===== config.mk =====
export PLATFORM = sky130hd
export DESIGN_NAME = mips_data_mem_arbiter
export DESIGN_NICKNAME = d
export VERILOG_FILES = /design/src/rtl/mips_data_mem_arbiter.sv
export SDC_FILE = /design/constraint.sdc
export NUM_CORES = 1
export LEC_CHECK = 0
export CAP_MARGIN = 20
export CELL_PAD_IN_SITES_DETAIL_PLACEMENT = 0
export CELL_PAD_IN_SITES_GLOBAL_PLACEMENT = 1
export CORE_MARGIN = 8
export CORE_UTILIZATION = 32
export DETAILED_ROUTE_END_ITERATION = 8
export HOLD_SLACK_MARGIN = 0.02
export PLACE_DENSITY_LB_ADDON = 0.1
export SLEW_MARGIN = 0
export SYNTH_ARGS = -nofsm -noshare
export SYNTH_HDL_FRONTEND = slang
export SYNTH_SLANG_ARGS = --single-unit

===== constraint.sdc =====
create_clock -name clk -period 3.6 [get_ports clk]
set_input_delay 0.36 -clock clk [delete_from_list [all_inputs] [get_ports clk]]
set_output_delay 0.36 -clock clk [all_outputs]
set_load 0.05 [all_outputs]

===== src/rtl/mips_data_mem_arbiter.sv =====
// mips_data_mem_arbiter: round-robin CPU/loader arbiter for one shared data memory port.
// Define MEM_ARB_CPU_PRIORITY_EN to make the CPU win every tie (loader may starve).
module mips_data_mem_arbiter (
  input  logic        clk,
  input  logic        reset,
  input  logic        clk_enable,
  input  logic        cpu_read,
  input  logic        cpu_write,
  input  logic [31:0] cpu_address,
  input  logic [31:0] cpu_writedata,
  output logic [31:0] cpu_readdata,
  output logic        cpu_stall,
  input  logic        ldr_read,
  input  logic        ldr_write,
  input  logic [31:0] ldr_address,
  input  logic [31:0] ldr_writedata,
  output logic [31:0] ldr_readdata,
  output logic        ldr_stall,
  output logic [31:0] mem_address,
  output logic [31:0] mem_writedata,
  output logic        mem_read,
  output logic        mem_write,
  input  logic [31:0] mem_readdata
);
  typedef enum logic [1:0] {IDLE, ISSUE, DONE} state_t;
  state_t state;
  logic owner, last_owner, op_write, cpu_req, ldr_req, win, rd_done;
  logic [31:0] cpu_rd_q, ldr_rd_q;
  // owner/last_owner/win: 0 = CPU, 1 = loader
  always_comb begin
    cpu_req = cpu_read | cpu_write;
    ldr_req = ldr_read | ldr_write;
`ifdef MEM_ARB_CPU_PRIORITY_EN
    win = ~cpu_req;
`else
    win = ldr_req & (~cpu_req | ~last_owner);
`endif
    rd_done = state == DONE && !op_write && !reset;
    mem_read = state == ISSUE && clk_enable && !reset && !op_write;
    mem_write = state == ISSUE && clk_enable && !reset && op_write;
    // memory data arrives during DONE; bypass it so readdata is valid in DONE, register it on exit
    cpu_readdata = rd_done && !owner ? mem_readdata : cpu_rd_q;
    ldr_readdata = rd_done && owner ? mem_readdata : ldr_rd_q;
    cpu_stall = cpu_req && (reset || state != DONE || owner);
    ldr_stall = ldr_req && (reset || state != DONE || !owner);
  end
  always_ff @(posedge clk) begin
    if (reset) begin
      state <= IDLE;
      owner <= 1'b0;
      last_owner <= 1'b1;
      op_write <= 1'b0;
      mem_address <= '0;
      mem_writedata <= '0;
      cpu_rd_q <= '0;
      ldr_rd_q <= '0;
    end else if (clk_enable) begin
      case (state)
        IDLE: if (cpu_req || ldr_req) begin
          state <= ISSUE;
          owner <= win;
          last_owner <= win;
          op_write <= win ? ldr_write : cpu_write;
          mem_address <= win ? ldr_address : cpu_address;
          mem_writedata <= win ? ldr_writedata : cpu_writedata;
        end
        ISSUE: state <= DONE;
        DONE: begin
          state <= IDLE;
          if (!op_write && !owner) cpu_rd_q <= mem_readdata;
          if (!op_write && owner) ldr_rd_q <= mem_readdata;
        end
        default: state <= IDLE;
      endcase
    end
  end
endmodule


# == Word level (Yosys, flattened, before mapping) ==
# Cells that the tools add are included.
# totals
in_bits,167
word_cells,49
out_inout_bits,132
register_bits,133
# classes
eq_ne,4
bitwise_logic,6
reduce_logical,24
mux,7
# ops
op,n
32-bit two-way mux,4
1-bit logical AND,12
3-bit AND reduction,3
1-bit logical OR,4
2-bit != test (second input constant),2
2-bit one-hot mux with 2 select lines,1
1-bit logical NOT,3
1-bit bitwise OR,3
2-bit by 1-bit == test with 1-bit output (second input constant),1
2-bit == test (second input constant),1
2-bit logical NOT,1
2-bit two-way mux,1
1-bit NOT,2
2-bit AND reduction,1
1-bit bitwise AND,1
1-bit two-way mux,1

# == Depth between registers and ports, before layout ==
# logic_depth
word_depth,5
depth_mapped,6
mapped_depth_nobuf,3

# == Worst setup path before layout ==
# No wires, ideal clock.
# synth_path
kind,in2out
start,input reset
end,output mem_write
required_time_ps,3240
cell_stages,3
setup_slack_ps,839
arrival_ps,2401
path_buffers,2
path_cell_list,clkbuf_1 clkbuf_1 nor4b_1
# synth_via
elab_chain_len,3
# synth_lines
item,line_no,rtl
"start, declared",5,"input logic reset,"
1-bit logical NOT,40,mem_write = state == ISSUE && clk_enable && !reset && op_write;
1-bit logical AND (2 in series),40,
"end, declared",22,"output logic mem_write,"
# Every way passes these cells.

# == Worst setup path in the final report ==
# layout_path
start,register state[1]
end,output ldr_readdata[3]
# layout_via
elab_chain_len,5
# layout_lines
item,line_no,rtl
"start, declared",26,state_t state;
"start signal, assigned",49,state <= IDLE;
"start signal, assigned",60,state <= ISSUE;
"start signal, assigned",67,ISSUE: state <= DONE;
2-bit == test,38,rd_done = state == DONE && !op_write && !reset;
1-bit logical AND (2 in series),38,
1-bit logical AND,43,ldr_readdata = rd_done && owner ? mem_readdata : ldr_rd_q;
32-bit two-way mux,43,
"end, declared",17,"output logic [31:0] ldr_readdata,"
# Every way passes these cells.

==> metrics.txt <==
# TYPE chip_impl_metric gauge
chip_impl_info{name="run_status",value="complete, no violations"} 1
chip_impl_metric{name="detail_route.wl_per_cell",unit="um"} 21.03
chip_impl_info{name="unrepaired_setup_endpoints_after_global_routing",value="false"} 1
chip_impl_metric{name="finalWeightedCongestion",unit=""} 0.7386
chip_impl_metric{name="globalRoute.totalOverflow",unit=""} 0
chip_impl_metric{name="route.antenna.remaining_nets",unit=""} 0
chip_impl_metric{name="setup_violations",unit=""} 0
chip_impl_metric{name="dp.final_hpwl",unit="mm"} 18.05
chip_impl_metric{name="synth_async_sr_flop_share",unit="%"} 0
chip_impl_metric{name="mappedNetlistNets",unit=""} 948
chip_impl_info{name="synth_flop_cell",value="sky130_fd_sc_hd__dfxtp_1"} 1
chip_impl_metric{name="grt_usage",unit="%"} 20.72
chip_impl_metric{name="antenna_cells_inserted",unit=""} 0
chip_impl_metric{name="crit_arrival",unit="ps"} 2350
chip_impl_metric{name="ys_types",unit=""} 30
chip_impl_metric{name="slowest_stage_delay_on_critical_path",unit="ps"} 490
chip_impl_metric{name="syn2layout_area_growth",unit="%"} 65.18
chip_impl_metric{name="cts.htree.levels",unit=""} 4
chip_impl_metric{name="synth-seq-cells",unit=""} 133
chip_impl_metric{name="finalClockSkew",unit="ps"} 11.64
chip_impl_metric{name="place_ws",unit="ps"} 942.7
chip_impl_metric{name="max_slew_vio_count",unit=""} 0
chip_impl_metric{name="worstPathRequired",unit="ps"} 3240
chip_impl_metric{name="antenna_found_initial",unit=""} 0
chip_impl_metric{name="post_cts_buffers",unit=""} 0
chip_impl_metric{name="peakVddDrop",unit="mV"} 0.3648
chip_impl_info{name="cts-root-buf",value="sky130_fd_sc_hd__clkbuf_16"} 1
chip_impl_metric{name="placement.io_buffers",unit=""} 298
chip_impl_metric{name="synthesis.instances",unit=""} 781
chip_impl_metric{name="yosysWarningCount",unit=""} 0
chip_impl_metric{name="cp_num_buf_inv",unit=""} 2
chip_impl_metric{name="detail_route.iter0.violations",unit=""} 388
chip_impl_info{name="critical_path.top_delay_family",value="simple AND/OR/NAND/NOR gates"} 1
chip_impl_metric{name="initial_utilization",unit="%"} 32.52
chip_impl_metric{name="die_w",unit="um"} 159.4
chip_impl_metric{name="synth_edf_count",unit=""} 0
chip_impl_metric{name="final_core_util",unit="%"} 53.72
chip_impl_metric{name="crit_cells",unit=""} 5
chip_impl_info{name="critical_path.most_common_cell",value="sky130_fd_sc_hd__buf_4"} 1
chip_impl_metric{name="grt_start_max_net_pins",unit=""} 81
chip_impl_metric{name="post_cts_resize_count",unit=""} 0
chip_impl_metric{name="ys_seq_area_share",unit="%"} 40.46
chip_impl_metric{name="clkLatencyLatePin",unit="ps"} 420
chip_impl_info{name="crit_path_top_delay_cell",value="sky130_fd_sc_hd__dfxtp_1"} 1
chip_impl_metric{name="fillers",unit=""} 1857
chip_impl_metric{name="cts_inserted_buffers",unit=""} 17
chip_impl_info{name="cts_tree",value="done"} 1
chip_impl_metric{name="floorplan.io_pins",unit=""} 299
chip_impl_metric{name="finalSetupTns",unit="ps"} 0
chip_impl_metric{name="drt_drc_violations_left",unit=""} 0
chip_impl_metric{name="holdBufCountCts",unit=""} 0
chip_impl_metric{name="layout_worst_path_cycle_share",unit="%"} 75.37
chip_impl_metric{name="first_global_vias",unit=""} 6962
chip_impl_info{name="hold_path.class",value="flop to flop"} 1
chip_impl_metric{name="slew_headroom",unit="%"} 40.96
chip_impl_metric{name="hold_ws",unit="ps"} 473.3
chip_impl_metric{name="power.leakage",unit="uW"} 0.003799
chip_impl_metric{name="detailedRoute.firstPassIterationCount",unit=""} 4
chip_impl_metric{name="critical_path_peak_fanout",unit=""} 32
chip_impl_metric{name="netlist_area",unit="um2"} 6580
chip_impl_metric{name="grt_first_pass_wirelength",unit="mm"} 42.46
chip_impl_metric{name="finish.net_count",unit=""} 1191
chip_impl_metric{name="placementRows",unit=""} 52
chip_impl_metric{name="floorplan.die_area",unit="um2"} 25410
chip_impl_metric{name="fin_total_pwr",unit="uW"} 4515
chip_impl_metric{name="power_density_of_the_placed_cells",unit="nW/um2"} 415.4
chip_impl_metric{name="dr_total_vias",unit=""} 7037
chip_impl_metric{name="cts.reportedPaths.clkPinSlew",unit="ps"} 60
chip_impl_metric{name="min_period",unit="ps"} 2713
chip_impl_info{name="critical_path_end_type",value="primary output"} 1
chip_impl_metric{name="max_clock_freq",unit="MHz"} 368.6
chip_impl_metric{name="total_length_of_routed_wires",unit="mm"} 27.47
chip_impl_metric{name="finalHoldViolCount",unit=""} 0
chip_impl_metric{name="cts_num_sinks",unit=""} 133
chip_impl_metric{name="fp.coreArea",unit="um2"} 20230
chip_impl_metric{name="max_cap_viols",unit=""} 0
chip_impl_metric{name="timing_worst_slew_pin_value",unit="ps"} 885.5
chip_impl_metric{name="r2r.worst_path.cells",unit=""} 4
chip_impl_metric{name="hold_path_depth",unit=""} 2
chip_impl_info{name="critPathKind",value="flop to primary output"} 1
chip_impl_metric{name="mapped_avg_cell_area",unit="um2"} 8.425
chip_impl_metric{name="layout-drive-gt1-share",unit="%"} 18.53
chip_impl_info{name="timing.critical_path.cells",value="nor3b_2 > nand2_1 > buf_4 > mux2_1 > buf_4"} 1
chip_impl_metric{name="setup_slack",unit="ps"} 886.7
chip_impl_info{name="critical_path.startpoint_type",value="flop"} 1
chip_impl_metric{name="ctsLongestPathBuffers",unit=""} 2
chip_impl_metric{name="floorplan.die.height",unit="um"} 159.4
chip_impl_metric{name="viasPerCell",unit=""} 5.388
[sequential cells by signal (all words and copies together), names as in the netlist]
signal         count
mem_writedata     32
op_write           1
owner              1
ldr_rd_q          32
last_owner         1
cpu_rd_q          32
state              2
mem_address       32
[power by group]
part	switching [uW]	internal, uW	leakage [uW]
clock network	671	1070	0.000292
registers	50.9	1560	0.00109
logic	705	457	0.00242
total	1430	3090	0.00380
[worst min-delay path, cell delays in order (launching register included)]
cell	delay, ps
sky130_fd_sc_hd__dfxtp_1	300
sky130_fd_sc_hd__o21ai_0	60
sky130_fd_sc_hd__a21oi_1	60
[cells by family after synthesis]
group	synth area share, %
simple gates	12.72
compound gates	28.92
mux	11.12
flops	40.46
buf+inv	6.769
[area by class of cell]
cell class,instances,area [um2],share of cell area [%]
timing repair buffer,319,3766,34.65
multi-input combinational,552,3506,32.25
sequential,133,2663,24.50
clock buffer,20,466.7,4.294
tap,270,337.8,3.108
clock inverter,11,126.4,1.163
inverter,1,3.754,0.03453
[cell usage after synthesis (3+ instances only)]
cell / n / area share (%)
sky130_fd_sc_hd__nor2_1: 4 / 0.23
sky130_fd_sc_hd__nand3_1: 129 / 9.8
sky130_fd_sc_hd__buf_2: 32 / 2.4
sky130_fd_sc_hd__buf_6: 5 / 0.86
sky130_fd_sc_hd__buf_1: 7 / 0.40
sky130_fd_sc_hd__dfxtp_1: 133 / 40
sky130_fd_sc_hd__o21ai_0: 132 / 10
sky130_fd_sc_hd__nand2_1: 5 / 0.29
sky130_fd_sc_hd__mux2_1: 3 / 0.51
sky130_fd_sc_hd__mux2_2: 62 / 11
sky130_fd_sc_hd__clkbuf_1: 49 / 2.8
sky130_fd_sc_hd__a311oi_1: 64 / 8.5
sky130_fd_sc_hd__a21oi_1: 133 / 10
[metal layers]
layer  vias to the layer above  global-route usage [%]  wire length [um]  part of all wire [%]
met3                        24                   7.472              2346                   8.5
met4                         0                   5.660               446                   1.6
li1                       3441                       -                 -                     -
met5                         -                       0                 0                     0
met2                       264                   32.96             12950                    47
met1                      3308                   25.98             11730                    43
[stage by stage]
stage                     area, um2  instances
after floorplan                6580        781
after global placement        10280       1275
after detailed placement      10280       1275
after CTS                     10870       1306
after global routing          10870       1306
final                         10870       1306
[cell usage in the layout, fill, tap and decap left out, types with 2 or more instances in the layout]
cell type                         netlist  final
sky130_fd_sc_hd__a21oi_1              133    133
sky130_fd_sc_hd__a311oi_1              64     64
sky130_fd_sc_hd__buf_12                 0     63
sky130_fd_sc_hd__buf_4                  2     23
sky130_fd_sc_hd__bufinv_16              0      2
sky130_fd_sc_hd__clkbuf_16              0     17
sky130_fd_sc_hd__clkbuf_8               0      3
sky130_fd_sc_hd__clkdlybuf4s50_1        0    233
sky130_fd_sc_hd__clkinv_2               0      3
sky130_fd_sc_hd__clkinv_4               0      4
sky130_fd_sc_hd__dfxtp_1              133    133
sky130_fd_sc_hd__mux2_1                 3      3
sky130_fd_sc_hd__mux2_2                62     62
sky130_fd_sc_hd__nand2_1                5      5
sky130_fd_sc_hd__nand2b_1               2      2
sky130_fd_sc_hd__nand3_1              129    129
sky130_fd_sc_hd__nand3b_1               2      2
sky130_fd_sc_hd__nor2_1                 4      2
sky130_fd_sc_hd__nor2_4                 1      2
sky130_fd_sc_hd__o21ai_0              132    131
sky130_fd_sc_hd__or2_2                  2      2
[worst paths after layout]
kind / startpoint / to / slack, ps
setup / recovery: state[1]$_SDFFE_PP0P_ / ldr_readdata[3] / 890
hold / removal: ldr_rd_q[23]$_SDFFE_PP0P_ / ldr_rd_q[23]$_SDFFE_PP0P_ / 470
setup reg to reg: state[1]$_SDFFE_PP0P_ / mem_writedata[31]$_SDFFE_PP0P_ / 1760
hold reg to reg: ldr_rd_q[23]$_SDFFE_PP0P_ / ldr_rd_q[23]$_SDFFE_PP0P_ / 470
Power figures use the tool's default switching activity.
